**src/rtl/quad_decoder.sv**
```systemverilog
// quad_decoder: x4 quadrature decoder with synchronized, glitch-filtered
// inputs, index-driven load pulse and sticky illegal-transition tracking.
module quad_decoder #(
  parameter int          FILT_LEN     = 4,
  parameter logic [15:0] IDX_LOAD_VAL = 16'h0000
) (
  input  logic        i_sysclk,
  input  logic        i_sysrst_n,
  input  logic        i_enc_a,
  input  logic        i_enc_b,
  input  logic        i_enc_idx,
  input  logic        i_en,
  input  logic        i_idx_en,
  input  logic        i_err_clr,
  output logic        o_cnt_en,
  output logic        o_dir,
  output logic        o_ld,
  output logic [15:0] o_ld_data,
  output logic        o_err,
  output logic [7:0]  o_err_cnt
);

  // Five bits cover both the filter count (up to 15) and the INIT length (up to 17).
  localparam int            CW        = 5;
  localparam logic [CW-1:0] FILT_MAX  = CW'(FILT_LEN - 1);
  localparam logic [CW-1:0] INIT_LAST = CW'(FILT_LEN + 1);

  typedef enum logic {INIT, RUN} state_t;

  state_t             state;
  state_t             state_nxt;
  logic [CW-1:0]      init_cnt;
  logic [CW-1:0]      init_cnt_nxt;

  // Input vectors are packed as {idx, a, b}.
  logic [2:0]         sync1;
  logic [2:0]         sync2;
  logic [2:0]         filt;
  logic [2:0][CW-1:0] filt_cnt;

  logic [1:0]         ref_ab;
  logic               idx_prev;

  logic [1:0]         ab_chg;
  logic               is_run;
  logic               step;
  logic               illegal;
  logic               step_up;
  logic               idx_rise;
  logic               cnt_en_nxt;
  logic               dir_nxt;
  logic               ld_nxt;
  logic               err_nxt;
  logic [7:0]         err_cnt_base;
  logic [7:0]         err_cnt_nxt;

  assign o_ld_data = IDX_LOAD_VAL;

  // Two-flop synchronizer for the asynchronous encoder pins.
  always_ff @(posedge i_sysclk or negedge i_sysrst_n) begin
    if (!i_sysrst_n) begin
      sync1 <= '0;
      sync2 <= '0;
    end else begin
      sync1 <= {i_enc_idx, i_enc_a, i_enc_b};
      sync2 <= sync1;
    end
  end

  // Per-input glitch filter; INIT loads the synchronized values directly.
  always_ff @(posedge i_sysclk or negedge i_sysrst_n) begin
    if (!i_sysrst_n) begin
      filt     <= '0;
      filt_cnt <= '0;
    end else if (state == INIT) begin
      filt     <= sync2;
      filt_cnt <= '0;
    end else begin
      for (int i = 0; i < 3; i++) begin
        if (sync2[i] == filt[i]) begin
          filt_cnt[i] <= '0;
        end else if (filt_cnt[i] == FILT_MAX) begin
          filt[i]     <= sync2[i];
          filt_cnt[i] <= '0;
        end else begin
          filt_cnt[i] <= filt_cnt[i] + 1'b1;
        end
      end
    end
  end

  // Reference copy of the filtered inputs, tracked in every state and enable setting.
  always_ff @(posedge i_sysclk or negedge i_sysrst_n) begin
    if (!i_sysrst_n) begin
      ref_ab   <= '0;
      idx_prev <= 1'b0;
    end else begin
      ref_ab   <= filt[1:0];
      idx_prev <= filt[2];
    end
  end

  // State and INIT-length counter registers.
  always_ff @(posedge i_sysclk or negedge i_sysrst_n) begin
    if (!i_sysrst_n) begin
      state    <= INIT;
      init_cnt <= '0;
    end else begin
      state    <= state_nxt;
      init_cnt <= init_cnt_nxt;
    end
  end

  // Next-state logic and decode of the next registered output values.
  always_comb begin
    state_nxt    = state;
    init_cnt_nxt = init_cnt;
    if (state == INIT) begin
      init_cnt_nxt = init_cnt + 1'b1;
      if (init_cnt == INIT_LAST) begin
        state_nxt = RUN;
      end
    end

    is_run   = (state == RUN);
    ab_chg   = filt[1:0] ^ ref_ab;
    step     = is_run && (ab_chg == 2'b01 || ab_chg == 2'b10);
    illegal  = is_run && (ab_chg == 2'b11);
    // Up sequence in {A,B}: 00 -> 10 -> 11 -> 01 -> 00.
    step_up  = ab_chg[1] ? (filt[1] ^ ref_ab[0]) : ~(filt[0] ^ ref_ab[1]);
    idx_rise = is_run && filt[2] && !idx_prev;

    ld_nxt     = idx_rise && i_en && i_idx_en;
    cnt_en_nxt = step && i_en && !ld_nxt;
    dir_nxt    = cnt_en_nxt ? step_up : o_dir;

    err_cnt_base = i_err_clr ? 8'h00 : o_err_cnt;
    err_nxt      = i_err_clr ? 1'b0 : o_err;
    err_cnt_nxt  = err_cnt_base;
    if (illegal) begin
      err_nxt     = 1'b1;
      err_cnt_nxt = (err_cnt_base == 8'hFF) ? 8'hFF : err_cnt_base + 8'd1;
    end
  end

  // Registered outputs.
  always_ff @(posedge i_sysclk or negedge i_sysrst_n) begin
    if (!i_sysrst_n) begin
      o_cnt_en  <= 1'b0;
      o_dir     <= 1'b1;
      o_ld      <= 1'b0;
      o_err     <= 1'b0;
      o_err_cnt <= 8'h00;
    end else begin
      o_cnt_en  <= cnt_en_nxt;
      o_dir     <= dir_nxt;
      o_ld      <= ld_nxt;
      o_err     <= err_nxt;
      o_err_cnt <= err_cnt_nxt;
    end
  end

endmodule
```
**config.mk**
```make
export PLATFORM = sky130hd
export DESIGN_NAME = quad_decoder
export DESIGN_NICKNAME = d
export VERILOG_FILES = /design/src/rtl/quad_decoder.sv
export SDC_FILE = /design/constraint.sdc
export NUM_CORES = 1
export LEC_CHECK = 0
export BUFFER_PORTS_ARGS = -buffer_cell sky130_fd_sc_hd__clkbuf_2
export CORE_MARGIN = 2
export CORE_UTILIZATION = 35
export CTS_CLUSTER_SIZE = 10
export DETAILED_ROUTE_END_ITERATION = 7
export GPL_ROUTABILITY_DRIVEN = 0
export PLACE_DENSITY = 0.64
export SYNTH_ARGS = -nofsm -noshare
export SYNTH_HDL_FRONTEND = slang
export SYNTH_SLANG_ARGS = --single-unit
```
**constraint.sdc**
```tcl
create_clock -name i_sysclk -period 1.5 [get_ports i_sysclk]
set_input_delay 0 -clock i_sysclk [delete_from_list [all_inputs] [get_ports i_sysclk]]
set_output_delay 0 -clock i_sysclk [all_outputs]
set_load 0.1 [all_outputs]
```
==> results.py <==
metrics = {
    "clock_network": {
        "root_buffer": "clkbuf_8",
        "path_clk_slew_ps": 80,
        "cts_tree": "yes",
        "cts_made_buffers": 5,
        "htree_levels": 2,
        "clock_latency_ps": 300,
        "cts.sinks": 45,
        "clockBufferDepth": 2,
    },
    "setup_path": {
        "critical_path_class": "reg2reg",
        "arrival_ps": 1720,
        "worstRegToRegCells": 5,
        "crit_fanout": 4,
        "cp-start-kind": "register",
        "critPathRequiredTime_ps": 1730,
        "setup.worst_path.end_class": "register",
    },
    "final_layout": {
        "fin_area_um2": 2550,
        "fin_nets": 233,
        "drive_gt1_share_pct": 33.2,
        "area_delta_synth_final_pct": 23.5,
        "multi_input_area_um2": 907,
        "finalNonFillerCells": 292,
        "antenna_cells": 0,
        "regArea_um2": 1140,
        "utilization_pct": 45.5,
        "nFillCells": 540,
    },
    "status": {
        "status": "finished, final reports clean",
    },
    "route": {
        "wl_mm": 3.57,
        "drc": 0,
        "drt_iter0_drc": 45,
        "vias": 1414,
        "vias_per_cell": 4.84,
        "drt-pass1-iter-count": 4,
        "wl_per_cell_um": 12.2,
        "ant_nets": 0,
    },
    "grt": {
        "grt_pass1_vias": 1372,
        "grt_max_degree": 24,
        "grt_pass1_wl_mm": 6.04,
        "grt_overflow": 0,
        "grt_usage_pct": 11.9,
        "grt_antenna_before_repair": 0,
    },
    "timing": {
        "tightest_slew_ps": 571,
        "worst_hold_slack_ps": 20.0,
        "fin_ws_ps": 6.83,
        "rsz0062_at_grt": "true",
        "setup_tns_ps": 0,
        "period_share_pct": 99.5,
        "period_minus_slack_ps": 1490,
        "slew_violations": 0,
        "setup_viol": 0,
        "max_clock_freq_mhz": 670,
        "finalHoldViolCount": 0,
        "fin_skew_ps": 8.32,
        "relSlewSlack_pct": 62.0,
    },
    "hold_path": {
        "whs_path_depth": 2,
        "hold_class": "in2reg",
    },
    "power": {
        "power_density_nw_per_um2": 1800,
        "leakage_nw": 1.20,
        "power_mw": 4.59,
        "peakVddDrop_mv": 1.32,
    },
    "die": {
        "io_pins": 36,
        "core-area_um2": 5610,
        "num_rows": 27,
        "die_h_um": 80.8,
        "die_area_um2": 6530,
        "die_x_um": 80.8,
        "start_util_pct": 36.8,
    },
    "place": {
        "dp_hpwl_mm": 2.45,
        "placed_cell_area_um2": 2270,
        "pre_cts_slack_ps": 22.7,
        "place_inst": 273,
        "port_buffers": 19,
    },
    "yosys": {
        "yosysSeqAreaShare_pct": 54.6,
        "synth_edf_count": 0,
        "yosys.cell_types.count": 42,
        "yosys_warnings": 0,
        "syn_inst": 177,
        "ys_ff_latch": 45,
        "syn_area_per_cell_um2": 11.7,
        "synthFlopType": "dfrtp_1",
        "synth_area_um2": 2060,
        "ys_async_sr_fraction_pct": 100,
    },
    "flow_run": {
        "drv_cap": 0,
    },
}
## power breakdown
| group | switching [mW] | leakage, nW | internal (mW) | total (mW) |
|---|---|---|---|---|
| clock network | 0.406 | 0.0574 | 0.541 | 0.948 |
| registers | 0.208 | 0.556 | 1.49 | 1.70 |
| logic | 1.24 | 0.585 | 0.708 | 1.95 |
## layout by cell type, fill, tap and decap left out, drive strengths merged, types with 3 or more instances in the layout
cell type / Yosys / final
dlygate4sd3: 0 / 6
dfrtp: 44 / 44
nand2b: 4 / 4
buf: 21 / 17
nor2: 12 / 12
nand4: 3 / 3
inv: 3 / 3
nand3: 11 / 11
conb: 1 / 16
xnor2: 9 / 9
mux2: 5 / 5
ha: 6 / 6
o21ai: 3 / 3
and3: 8 / 8
nand4b: 3 / 3
nand2: 6 / 6
clkbuf: 1 / 25
xor2: 10 / 10
## worst max-delay path, cell delays in order (launching register included)
cell and delay (ps):
dfrtp_1 410, xor2_1 170, ha_2 250, nand3_4 100
or4_1 410, nand3_1 100
## cell type report
cell class              instances  share of cell area, %
multi-input cells             122                   35.6
inverters                       3                  0.442
well taps                      72                   3.53
clock buffers                   6                   3.24
clock inverters                 2                   1.47
flip-flops and latches         45                   44.7
repair buffers                 42                   11.1
## worst paths after layout
check	start	end	slack (ps)
setup / recovery	ref_ab[1]$_DFF_PN0_	o_err_cnt[3]$_DFF_PN0_	7
hold / removal	i_err_clr	o_err_cnt[6]$_DFF_PN0_	20
setup reg to reg	ref_ab[1]$_DFF_PN0_	o_err_cnt[3]$_DFF_PN0_	7
max in group asynchronous	i_sysrst_n	filt_cnt[0]$_DFF_PN0_	640
min in group asynchronous	i_sysrst_n	filt_cnt[10]$_DFF_PN0_	230
hold reg to reg	sync1[2]$_DFF_PN0_	sync2[2]$_DFF_PN0_	350
## cells in the mapped netlist, drive strengths merged (2+ instances only)
master | count | area (um^2)
dfrtp | 44 | 1100
buf | 21 | 148
nor2 | 12 | 45.0
nand3 | 11 | 55.1
xor2 | 10 | 87.6
xnor2 | 9 | 78.8
and3 | 8 | 50.1
ha | 6 | 75.1
nand2 | 6 | 25.0
mux2 | 5 | 60.1
nand2b | 4 | 25.0
inv | 3 | 11.3
nand4 | 3 | 18.8
nand4b | 3 | 26.3
o21ai | 3 | 15.0
a211oi | 2 | 15.0
a31oi | 2 | 12.5
mux2i | 2 | 20.0
nor3 | 2 | 10.0
nor4 | 2 | 12.5
o311ai | 2 | 17.5
## flip-flops by register name, summed over array words and instances (netlist names)
signal,flops
o_ld,1
init_cnt,5
o_err_cnt,8
o_err,1
filt_cnt,15
sync1,3
ref_ab,2
o_dir,1
o_cnt_en,1
idx_prev,1
is_run,1
filt,3
sync2,3
## routing by layer
| metal | GRT usage [%] | vias up | wire (um) |
|---|---|---|---|
| met4 | 5.08 | 0 | 51 |
| met5 | 0 | - | 0 |
| met1 | 14.9 | 703 | 1610 |
| li1 | - | 673 | - |
| met3 | 3.00 | 5 | 182 |
| met2 | 19.7 | 33 | 1730 |
## logic make-up (layout without fill, tap and decap cells)
| logic type | count (synthesis) | in the layout | share of synthesized area [%] |
|---|---|---|---|
| AND/OR/NAND/NOR | 57 | 57 | 15.8 |
| XOR/XNOR | 19 | 19 | 8.06 |
| buffers and inverters | 25 | 53 | 7.88 |
| adder cells (fa/ha/maj) | 6 | 6 | 3.64 |
| flip-flops | 45 | 45 | 54.6 |
| AO/OA/AOI/OAI | 17 | 17 | 5.94 |
| other | 1 | 16 | 0.182 |
| multiplexers | 7 | 7 | 3.88 |
## what timing repair did
action,4_1_cts,5_1_grt
gates resized for setup,1,12
endpoints found under the hold margin,24,0
setup buffers,2,3
gates cloned,0,0
setup endpoints to repair,1,11
hold buffers,6,0
pin swaps,2,5
No activity file was read; power rests on OpenSTA's default activity.
